## src/rtl/swd_seq_pkg.sv

```systemverilog
// Shared constants, frame layout and FSM state type for the SWD transfer sequencer.
package swd_seq_pkg;

    localparam int unsigned CNT_W   = 6;
    localparam int unsigned DATA_W  = 32;
    localparam int unsigned REQ_W   = 8;
    localparam int unsigned ACK_W   = 3;
    localparam int unsigned RETRY_W = 4;
    localparam int unsigned GAP_W   = 8;

    localparam logic [ACK_W-1:0] ACK_OK    = 3'b001;
    localparam logic [ACK_W-1:0] ACK_WAIT  = 3'b010;
    localparam logic [ACK_W-1:0] ACK_FAULT = 3'b100;

    localparam int unsigned REQ_LO  = 2;
    localparam int unsigned TURN    = 10;
    localparam int unsigned ACK_LO  = 11;
    localparam int unsigned DATA_LO = 14;
    localparam int unsigned PAR     = 46;
    localparam int unsigned LAST    = 47;

    typedef enum logic [1:0] {
        ST_IDLE  = 2'd0,
        ST_FRAME = 2'd1,
        ST_GAP   = 2'd2,
        ST_RESP  = 2'd3
    } seq_state_t;

    // Host-driven line value for frame bit cnt; zero on pad, turn, ACK, tail and read data.
    function automatic logic frame_mosi(input logic [CNT_W-1:0]  cnt,
                                        input logic [REQ_W-1:0]  req,
                                        input logic              rnw,
                                        input logic [DATA_W-1:0] wdata);
        logic bit_v;
        bit_v = 1'b0;
        if (cnt >= CNT_W'(REQ_LO) && cnt < CNT_W'(TURN)) begin
            bit_v = req[3'(cnt - CNT_W'(REQ_LO))];
        end else if (!rnw && cnt >= CNT_W'(DATA_LO) && cnt < CNT_W'(PAR)) begin
            bit_v = wdata[5'(cnt - CNT_W'(DATA_LO))];
        end else if (!rnw && cnt == CNT_W'(PAR)) begin
            bit_v = ^wdata;
        end
        return bit_v;
    endfunction

endpackage

```

## src/rtl/swd_frame_engine.sv

```systemverilog
// Walks one 48-bit SWD frame: bit counter, registered host bit, ACK/DATA/parity capture.
module swd_frame_engine
    import swd_seq_pkg::*;
(
    input  logic              clk,
    input  logic              rst_n,
    input  logic              i_active,
    input  logic              i_tick,
    input  logic [REQ_W-1:0]  i_req,
    input  logic              i_rnw,
    input  logic [DATA_W-1:0] i_wdata,
    input  logic              i_miso,
    output logic              o_mosi,
    output logic              o_last_c,
    output logic [ACK_W-1:0]  o_ack,
    output logic [DATA_W-1:0] o_rdata,
    output logic              o_par
);

    logic [CNT_W-1:0]  r_bit_cnt;
    logic              r_mosi;
    logic [ACK_W-1:0]  r_ack;
    logic [DATA_W-1:0] r_rdata;
    logic              r_par;
    logic [CNT_W-1:0]  w_next_cnt;

    assign w_next_cnt = r_bit_cnt + CNT_W'(1);
    assign o_last_c   = i_active && i_tick && (r_bit_cnt == CNT_W'(LAST));
    assign o_mosi     = r_mosi;
    assign o_ack      = r_ack;
    assign o_rdata    = r_rdata;
    assign o_par      = r_par;

    // Everything is held cleared outside FRAME so each frame starts at bit 0.
    always_ff @(posedge clk) begin
        if (!rst_n || !i_active) begin
            r_bit_cnt <= '0;
            r_mosi    <= 1'b0;
            r_ack     <= '0;
            r_rdata   <= '0;
            r_par     <= 1'b0;
        end else if (i_tick) begin
            r_bit_cnt <= w_next_cnt;
            r_mosi    <= frame_mosi(w_next_cnt, i_req, i_rnw, i_wdata);
            if (r_bit_cnt >= CNT_W'(ACK_LO) && r_bit_cnt < CNT_W'(DATA_LO)) begin
                r_ack[2'(r_bit_cnt - CNT_W'(ACK_LO))] <= i_miso;
            end
            if (i_rnw && r_bit_cnt >= CNT_W'(DATA_LO) && r_bit_cnt < CNT_W'(PAR)) begin
                r_rdata[5'(r_bit_cnt - CNT_W'(DATA_LO))] <= i_miso;
            end
            if (i_rnw && r_bit_cnt == CNT_W'(PAR)) begin
                r_par <= i_miso;
            end
        end
    end

endmodule

```

## src/rtl/swd_xfer_sequencer.sv

```systemverilog
// SWD transfer sequencer: command/response handshakes, WAIT retry with idle gap, frame engine control.
module swd_xfer_sequencer
    import swd_seq_pkg::*;
#(
    parameter int unsigned MAX_RETRY = 7,
    parameter int unsigned GAP_BITS  = 8
) (
    input  logic                clk,
    input  logic                rst_n,
    input  logic                i_tick,
    input  logic                i_cmd_valid,
    output logic                o_cmd_ready,
    input  logic [REQ_W-1:0]    i_cmd_req,
    input  logic                i_cmd_rnw,
    input  logic [DATA_W-1:0]   i_cmd_wdata,
    output logic                o_rsp_valid,
    input  logic                i_rsp_ready,
    output logic [ACK_W-1:0]    o_rsp_ack,
    output logic [DATA_W-1:0]   o_rsp_rdata,
    output logic                o_rsp_parity_err,
    output logic [RETRY_W-1:0]  o_rsp_retries,
    output logic                o_fe_rst_n,
    output logic                o_fe_rnw,
    output logic                o_fe_mosi,
    input  logic                i_fe_miso
);

    seq_state_t         r_state, w_state_nxt;
    logic [REQ_W-1:0]   r_req, w_req_nxt;
    logic               r_rnw, w_rnw_nxt;
    logic [DATA_W-1:0]  r_wdata, w_wdata_nxt;
    logic [RETRY_W-1:0] r_retries, w_retries_nxt;
    logic [GAP_W-1:0]   r_gap_cnt, w_gap_cnt_nxt;
    logic               r_cmd_ready, w_cmd_ready_nxt;
    logic               r_rsp_valid, w_rsp_valid_nxt;
    logic [ACK_W-1:0]   r_rsp_ack, w_rsp_ack_nxt;
    logic [DATA_W-1:0]  r_rsp_rdata, w_rsp_rdata_nxt;
    logic               r_rsp_perr, w_rsp_perr_nxt;
    logic [RETRY_W-1:0] r_rsp_retries, w_rsp_retries_nxt;
    logic               r_fe_rst_n, w_fe_rst_n_nxt;
    logic               r_fe_rnw, w_fe_rnw_nxt;

    logic               w_active;
    logic               w_last_c;
    logic [ACK_W-1:0]   w_ack;
    logic [DATA_W-1:0]  w_rdata;
    logic               w_par;
    logic               w_read_ok;

    assign w_active  = (r_state == ST_FRAME);
    assign w_read_ok = r_rnw && (w_ack == ACK_OK);

    swd_frame_engine u_frame_engine (
        .clk      (clk),
        .rst_n    (rst_n),
        .i_active (w_active),
        .i_tick   (i_tick),
        .i_req    (r_req),
        .i_rnw    (r_rnw),
        .i_wdata  (r_wdata),
        .i_miso   (i_fe_miso),
        .o_mosi   (o_fe_mosi),
        .o_last_c (w_last_c),
        .o_ack    (w_ack),
        .o_rdata  (w_rdata),
        .o_par    (w_par)
    );

    // Next-state and next registered-output logic.
    always_comb begin
        w_state_nxt       = r_state;
        w_req_nxt         = r_req;
        w_rnw_nxt         = r_rnw;
        w_wdata_nxt       = r_wdata;
        w_retries_nxt     = r_retries;
        w_gap_cnt_nxt     = r_gap_cnt;
        w_cmd_ready_nxt   = r_cmd_ready;
        w_rsp_valid_nxt   = r_rsp_valid;
        w_rsp_ack_nxt     = r_rsp_ack;
        w_rsp_rdata_nxt   = r_rsp_rdata;
        w_rsp_perr_nxt    = r_rsp_perr;
        w_rsp_retries_nxt = r_rsp_retries;
        w_fe_rst_n_nxt    = r_fe_rst_n;
        w_fe_rnw_nxt      = r_fe_rnw;

        unique case (r_state)
            ST_IDLE: begin
                if (i_cmd_valid) begin
                    w_state_nxt     = ST_FRAME;
                    w_req_nxt       = i_cmd_req;
                    w_rnw_nxt       = i_cmd_rnw;
                    w_wdata_nxt     = i_cmd_wdata;
                    w_retries_nxt   = '0;
                    w_cmd_ready_nxt = 1'b0;
                    w_fe_rst_n_nxt  = 1'b1;
                    w_fe_rnw_nxt    = i_cmd_rnw;
                end
            end
            ST_FRAME: begin
                if (w_last_c) begin
                    w_fe_rst_n_nxt = 1'b0;
                    w_fe_rnw_nxt   = 1'b1;
                    if (w_ack == ACK_WAIT && r_retries < RETRY_W'(MAX_RETRY)) begin
                        w_state_nxt   = ST_GAP;
                        w_retries_nxt = r_retries + RETRY_W'(1);
                        w_gap_cnt_nxt = '0;
                    end else begin
                        w_state_nxt       = ST_RESP;
                        w_rsp_valid_nxt   = 1'b1;
                        w_rsp_ack_nxt     = w_ack;
                        w_rsp_rdata_nxt   = w_read_ok ? w_rdata : '0;
                        w_rsp_perr_nxt    = w_read_ok && ((^w_rdata) != w_par);
                        w_rsp_retries_nxt = r_retries;
                    end
                end
            end
            ST_GAP: begin
                if (i_tick) begin
                    if (r_gap_cnt == GAP_W'(GAP_BITS - 1)) begin
                        w_state_nxt    = ST_FRAME;
                        w_gap_cnt_nxt  = '0;
                        w_fe_rst_n_nxt = 1'b1;
                        w_fe_rnw_nxt   = r_rnw;
                    end else begin
                        w_gap_cnt_nxt = r_gap_cnt + GAP_W'(1);
                    end
                end
            end
            ST_RESP: begin
                // cmd_ready stays low this cycle, so no command can slip in on the handshake.
                if (i_rsp_ready) begin
                    w_state_nxt     = ST_IDLE;
                    w_rsp_valid_nxt = 1'b0;
                    w_cmd_ready_nxt = 1'b1;
                end
            end
            default: begin
                w_state_nxt = ST_IDLE;
            end
        endcase
    end

    always_ff @(posedge clk) begin
        if (!rst_n) begin
            r_state       <= ST_IDLE;
            r_req         <= '0;
            r_rnw         <= 1'b0;
            r_wdata       <= '0;
            r_retries     <= '0;
            r_gap_cnt     <= '0;
            r_cmd_ready   <= 1'b1;
            r_rsp_valid   <= 1'b0;
            r_rsp_ack     <= '0;
            r_rsp_rdata   <= '0;
            r_rsp_perr    <= 1'b0;
            r_rsp_retries <= '0;
            r_fe_rst_n    <= 1'b0;
            r_fe_rnw      <= 1'b1;
        end else begin
            r_state       <= w_state_nxt;
            r_req         <= w_req_nxt;
            r_rnw         <= w_rnw_nxt;
            r_wdata       <= w_wdata_nxt;
            r_retries     <= w_retries_nxt;
            r_gap_cnt     <= w_gap_cnt_nxt;
            r_cmd_ready   <= w_cmd_ready_nxt;
            r_rsp_valid   <= w_rsp_valid_nxt;
            r_rsp_ack     <= w_rsp_ack_nxt;
            r_rsp_rdata   <= w_rsp_rdata_nxt;
            r_rsp_perr    <= w_rsp_perr_nxt;
            r_rsp_retries <= w_rsp_retries_nxt;
            r_fe_rst_n    <= w_fe_rst_n_nxt;
            r_fe_rnw      <= w_fe_rnw_nxt;
        end
    end

    assign o_cmd_ready      = r_cmd_ready;
    assign o_rsp_valid      = r_rsp_valid;
    assign o_rsp_ack        = r_rsp_ack;
    assign o_rsp_rdata      = r_rsp_rdata;
    assign o_rsp_parity_err = r_rsp_perr;
    assign o_rsp_retries    = r_rsp_retries;
    assign o_fe_rst_n       = r_fe_rst_n;
    assign o_fe_rnw         = r_fe_rnw;

endmodule

```

## config.mk

```make
export PLATFORM = sky130hd
export DESIGN_NAME = swd_xfer_sequencer
export DESIGN_NICKNAME = d
export VERILOG_FILES = /design/src/rtl/swd_seq_pkg.sv /design/src/rtl/swd_frame_engine.sv /design/src/rtl/swd_xfer_sequencer.sv
export SDC_FILE = /design/constraint.sdc
export NUM_CORES = 1
export LEC_CHECK = 0
export ABC_AREA = 0
export CAP_MARGIN = 40
export CORE_ASPECT_RATIO = 0.6
export CORE_MARGIN = 3
export CORE_UTILIZATION = 55
export CTS_CLUSTER_SIZE = 25
export DETAILED_ROUTE_END_ITERATION = 7
export DONT_BUFFER_PORTS = 1
export PLACE_DENSITY = 0.81
export SYNTH_ARGS = -nofsm -noshare
export SYNTH_HDL_FRONTEND = slang
export SYNTH_SLANG_ARGS = --single-unit
export TNS_END_PERCENT = 1
```

## constraint.sdc

```tcl
create_clock -name clk -period 4.3 [get_ports clk]
set_clock_uncertainty 0.15 [all_clocks]
set_input_delay 1.075 -clock clk [delete_from_list [all_inputs] [get_ports clk]]
set_output_delay 1.075 -clock clk [all_outputs]
set_load 0.02 [all_outputs]
```

; ---- After elaboration in Yosys (flattened, before gate mapping)
; Index checks and enable logic that the tools add are counted.
[word_totals]
reg_bits = 142
in_bits = 47
output_inout_bits = 45
word_cells = 144
[op_classes]
n_addsub = 7
magnitude_cmp = 15
n_eq_ne = 17
muxes = 47
bitwise_logic = 1
n_reduce_logical = 38
[op_table]
columns = operator, count
row1 = 32-bit parity, 2
row2 = 32-bit bitwise mux, 1
row3 = 32-bit 2-to-1 mux, 1
row4 = 8-bit 2-to-1 mux, 4
row5 = 1-bit 2-to-1 mux, 21
row6 = 6-bit equality test (second input constant), 3
row7 = 6-bit by 4-bit >= comparator with 1-bit output (second input constant), 3
row8 = 8-bit one-hot mux with 2 select lines, 1
row9 = 1-bit logical AND, 15
row10 = 2-bit inequality test (second input constant), 7
row11 = 5-bit by 6-bit < comparator with 1-bit output (second input constant), 2
row12 = 6-bit by 4-bit < comparator with 1-bit output (second input constant), 2
row13 = 6-bit < comparator (second input constant), 2
row14 = 4-bit 2-to-1 mux, 3
row15 = 4-bit AND reduction, 3
row16 = 2-bit 2-to-1 mux, 5
row17 = 5-bit AND reduction, 2
row18 = 5-bit by 4-bit subtractor with 5-bit output (second input constant), 2
row19 = 8-bit by 1-bit adder with 8-bit output (second input constant), 1
row20 = 8-bit by 3-bit equality test with 1-bit output (second input constant), 1
row21 = 2-bit one-hot mux with 4 select lines, 1
row22 = 4-bit one-hot mux with 2 select lines, 1
row23 = 2-bit AND reduction, 4
row24 = 2-bit nonzero test, 4
row25 = 28 further kinds, 34

; ---- Depth between registers and ports, before layout
[logic_depth]
depth_word = 6
mapped_depth = 12
depth_no_buf = 10

; ---- By module
; Synthesis repeated with hierarchy kept, for this count alone.
[unflattened]
cells_unflattened = 788
area_unflattened_um2 = 7028.0
[modules_own_cells]
columns = mod, n_inst, cells_per_inst, area_per_inst_um2, seq_area_each_um2
row1 = swd_xfer_sequencer, 1, 476, 4271.6, 1981.9
row2 = swd_frame_engine, 1, 312, 2756.4, 860.8

; ---- Worst setup path before layout
; Ideal clock, no wire load.
[synth_timing]
kind = register to register
start = register u_frame_engine.r_bit_cnt[0]
end = register u_frame_engine.r_mosi (netlist: u_frame_engine.o_mosi)
setup_time_ns = 0.129
arrival_time_ns = 3.119
t_required_ns = 4.021
path_slack_ns = 0.902
path_stages_with_launch = 12
path_buffers = 2
period_less_slack_ns = 3.398
path_cell_list = dfxtp_1 -> clkbuf_1 -> clkinv_1 -> ha_1 -> ha_1 -> buf_2 -> mux4_2 -> mux2i_1 -> mux2i_1 -> mux2_2 -> o211ai_1 -> o211ai_1
[synth_via]
elab_chain_cells = 6
elab_cells_between_ends = 19
cone_classes = add/sub: 3 / order compare: 4 / eq/ne: 1 / mux: 7 / reduce/logical: 4
[synth_rtl]
columns = item, line
row1 = "start, declared", swd_frame_engine.sv:20  ; logic [CNT_W-1:0] r_bit_cnt;
row2 = "start signal, assigned", swd_frame_engine.sv:43  ; r_bit_cnt <= w_next_cnt;
row3 = 6-bit by 1-bit adder with 6-bit output *, swd_frame_engine.sv:27  ; assign w_next_cnt = r_bit_cnt + CNT_W'(1);
row4 = via u_frame_engine.w_next_cnt[0], swd_frame_engine.sv:25  ; logic [CNT_W-1:0] w_next_cnt;
row5 = 5-bit by 4-bit subtractor with 5-bit output (tied with other cells), swd_seq_pkg.sv:39  ; bit_v = wdata[5'(cnt - CNT_W'(DATA_LO))];
row6 = 1-bit binary-select mux with 5-bit select (tied with other cells), swd_seq_pkg.sv:39
row7 = 1-bit 2-to-1 mux (implied by the code) (tied with other cells), swd_seq_pkg.sv:39
row8 = 1-bit 2-to-1 mux, swd_seq_pkg.sv:38  ; end else if (!rnw && cnt >= CNT_W'(DATA_LO) && cnt < CNT_W'(PAR)) begin
row9 = 1-bit 2-to-1 mux *, swd_seq_pkg.sv:36  ; if (cnt >= CNT_W'(REQ_LO) && cnt < CNT_W'(TURN)) begin
row10 = "end signal, assigned", swd_frame_engine.sv:44  ; r_mosi <= frame_mosi(w_next_cnt, i_req, i_rnw, i_wdata);
row11 = "end, declared", swd_frame_engine.sv:21  ; logic r_mosi;
; Mark *: on every way through the listed nets, which the timed path passes. The rest lies on a longest branch. The select of a mux whose other input is x is not followed.
; A chain may end at the register's enable or synchronous reset.

; ---- Worst setup path after layout
; Same ends and word-level chain as after synthesis.

==> run metrics <==
Synth async-reset ratio=0; total negative slack=0 ns; final number of max-transition violations=0; critical path arrival=approximately 4.1 ns; kind of path behind the tightest hold check=register to register; core outline area=approximately 12000 µm²; Detailed Route Iter0 Violations=approximately 550; sort of element at the start of the critical path=register; Vias=around 5700; most instantiated cells after synthesis=158 x sky130_fd_sc_hd__nand2_1, 142 x sky130_fd_sc_hd__dfxtp_1, 88 x sky130_fd_sc_hd__a21oi_1; Cell Area, Synth=6809 µm²; largest net degree at the start of global routing=between 50 and 60; post-cts resize count=0; average size of a mapped cell=8.437 µm²; area fraction of the dominant cell type after synthesis=0.4175; maximum frequency from static timing analysis=about 250 MHz; endpoint class of the critical path=register; Setup Crit Path Kind=register to register; top_reg_cell synth=sky130_fd_sc_hd__dfxtp_1; standard-cell rows=30; number of nets in the synthesized netlist=868; post-CTS repair timing setup buffer count=0; Die Outline Area=between 10000 and 15000 µm²; unique cell type count in the Yosys netlist=52; signed area change from the synthesized netlist to the final layout=8.379%; overflow left after global routing=0; residual antenna-violating net count after detailed routing=0; relative max-transition margin=0.4250; length of the first detailed-routing pass in iterations=5; post-route DRC violation count=0; register area share after synthesis=0.4175; Total Nets Final=840; EDFF count, synth=0; cts hold-fix bufs=0; count of buffers from port buffering=0; maximum buffer depth of the clock tree=2; ranking of synthesized cells by area=sky130_fd_sc_hd__dfxtp_1 42%, sky130_fd_sc_hd__nand2_1 8.7%, sky130_fd_sc_hd__xnor2_1 7.6%, sky130_fd_sc_hd__a21oi_1 6.5%, sky130_fd_sc_hd__nor2_1 3.8%; Detailed Route WL=about 17000 µm; wire length per cell after detailed routing=between 15 and 20 µm; transition time at the pin with the least slew margin=0.8563 ns; deepest level of the CTS H-tree=4; height of the die=92.19 µm; TritonCTS clock tree=yes; clock buffers created by TritonCTS=17; master cell of the clock root buffer=sky130_fd_sc_hd__clkbuf_16; number of failing hold endpoints at the final stage=0; Pwr per Cell Area=497.4 nW/µm²; overall power consumption=3.670 mW; worst ir drop on vdd=between 200 and 300 µV; final period demand of the worst path=4.011 ns; reported max-cap violation count=0; number of sinks driven by the clock tree=142; num ports=about 90; number of diodes added for antenna fixing=0; fraction of final layout cells sized beyond drive strength 1=0.07197; number of vias per cell after detailed routing=5.983; setup repair after global routing missed its margin=no; largest fanout of any net on the critical path=15; count of synthesis-stage warnings from yosys=0; hold path depth=2; GR Util All Layers=0.2529; Skew-Pair Late Insertion Delay=between 0.4 and 0.5 ns; clock input transition at the sequential cells of the worst setup and hold paths=about 0.060 ns; leading cell type by number of instances after synthesis=sky130_fd_sc_hd__nand2_1; first-pass GRT wire length=27660 µm; detailed placer's ending HPWL=~12000 µm; outcome=finished, final reports clean; total leakage power=around 2.6 nW; via count of the first global-routing pass=5336; critical path data required time=4.43 ns; RD Place Congestion=about 0.9; final worst path period share=0.9328; number of storage elements in the synthesis netlist=142; Cells after Synth=slightly above 800; number of setup violations in the final report=0; initial cell density of the core=0.5833; width of the die=149.6 µm; Yosys top cell by area=sky130_fd_sc_hd__dfxtp_1; number of antenna violations at the first check in global routing=0; count of cells along the worst register-to-register path=10
-- state kept, by name (all words and copies together) (netlist names), 2 cells and up --
signal / cells
o_rsp_ack: 3
o_rsp_rdata: 32
o_rsp_retries: 4
r_gap_cnt: 8
r_req: 8
r_retries: 4
r_state: 2
r_wdata: 32
u_frame_engine.o_ack: 3
u_frame_engine.o_rdata: 32
u_frame_engine.r_bit_cnt: 6
-- power breakdown --
part	switching, mW	internal (mW)	total, mW
Clock	0.579	0.747	1.33
Sequential	0.116	1.41	1.53
Combinational	0.465	0.352	0.817
Total	1.16	2.51	3.67
-- layout by cell type, fill, tap and decap left out, drive strengths merged, types with 2 or more instances in the layout --
cell type / Yosys / final
a21oi: 88 / 88
a22oi: 34 / 34
and2: 4 / 4
and3: 5 / 5
and4: 5 / 5
buf: 13 / 7
clkbuf: 41 / 18
clkinv: 1 / 7
clkinvlp: 0 / 7
dfxtp: 142 / 142
ha: 14 / 14
inv: 10 / 11
mux2i: 16 / 16
mux4: 10 / 10
nand2: 158 / 158
nand2b: 4 / 4
nand3: 24 / 24
nand4: 28 / 28
nor2: 69 / 69
nor2b: 2 / 2
nor3: 2 / 2
nor4: 2 / 2
o211ai: 6 / 6
o21ai: 26 / 26
o41ai: 2 / 2
or3: 2 / 2
or4b: 2 / 2
xnor2: 59 / 59
xnor3: 2 / 2
xor2: 20 / 20
-- cell families after synthesis --
logic type,after synthesis,synth area share
AO/OA/AOI/OAI,168,0.1474
XOR/XNOR,81,0.1082
AND/OR/NAND/NOR,310,0.2034
adder cells (fa/ha/maj),14,0.02573
buffers and inverters,65,0.03951
multiplexers,27,0.05825
flip-flops,142,0.4175
-- metal layers --
layer / vias to the layer above / track usage / part of all wire
li1: 2725 / - / -
met1: 2718 / 0.3541 / 0.46
met2: 233 / 0.3662 / 0.44
met3: 20 / 0.08790 / 0.097
met4: 0 / 0.07921 / 0.011
met5: - / 0 / 0
-- worst max-delay path, cell delays in order, from the launching register on --
cell,delay [ns]
sky130_fd_sc_hd__dfxtp_1,0.68
sky130_fd_sc_hd__clkinv_1,0.42
sky130_fd_sc_hd__ha_1,0.39
sky130_fd_sc_hd__buf_4,0.20
sky130_fd_sc_hd__ha_1,0.67
sky130_fd_sc_hd__mux4_2,0.58
sky130_fd_sc_hd__mux2i_1,0.19
sky130_fd_sc_hd__mux2i_1,0.09
sky130_fd_sc_hd__mux2_2,0.27
sky130_fd_sc_hd__o211ai_1,0.10
sky130_fd_sc_hd__o211ai_1,0.13
-- worst paths after layout --
kind,start,endpoint,slack (ns)
setup / recovery,u_frame_engine.r_bit_cnt[0]$_SDFFE_PP0P_,u_frame_engine.o_mosi$_SDFFE_PP0P_,0.29
hold / removal,r_req[7]$_SDFFE_PN0P_,r_req[7]$_SDFFE_PN0P_,0.31
setup reg to reg,u_frame_engine.r_bit_cnt[0]$_SDFFE_PP0P_,u_frame_engine.o_mosi$_SDFFE_PP0P_,0.29
hold reg to reg,r_req[7]$_SDFFE_PN0P_,r_req[7]$_SDFFE_PN0P_,0.31
-- area by class of cell --
cell class | count | area [µm²]
clock buffer | 18 | 439.2
clock inverter | 14 | 95.09
fill | 926 | 4294
inverter | 11 | 41.29
multi-input combinational | 600 | 3709
sequential | 142 | 2843
tap | 160 | 200.2
timing repair buffer | 7 | 52.55
-- through the flow --
stage          worst slack [ns]  instances    util  area (µm²)  hold WS [ns]
2_1_floorplan            0.9019        807       -        6809        0.2831
3_3_place_gp             0.6026        920  0.5864        6845        0.3072
3_5_place_dp             0.3530        920  0.5864        6845        0.2984
4_1_cts                  0.3251        952  0.6322        7380        0.3068
5_1_grt                 0.05867        952  0.6322        7380        0.3323
6_report                 0.2891        952  0.6322        7380        0.3089
(Power assumes the default switching activity.)
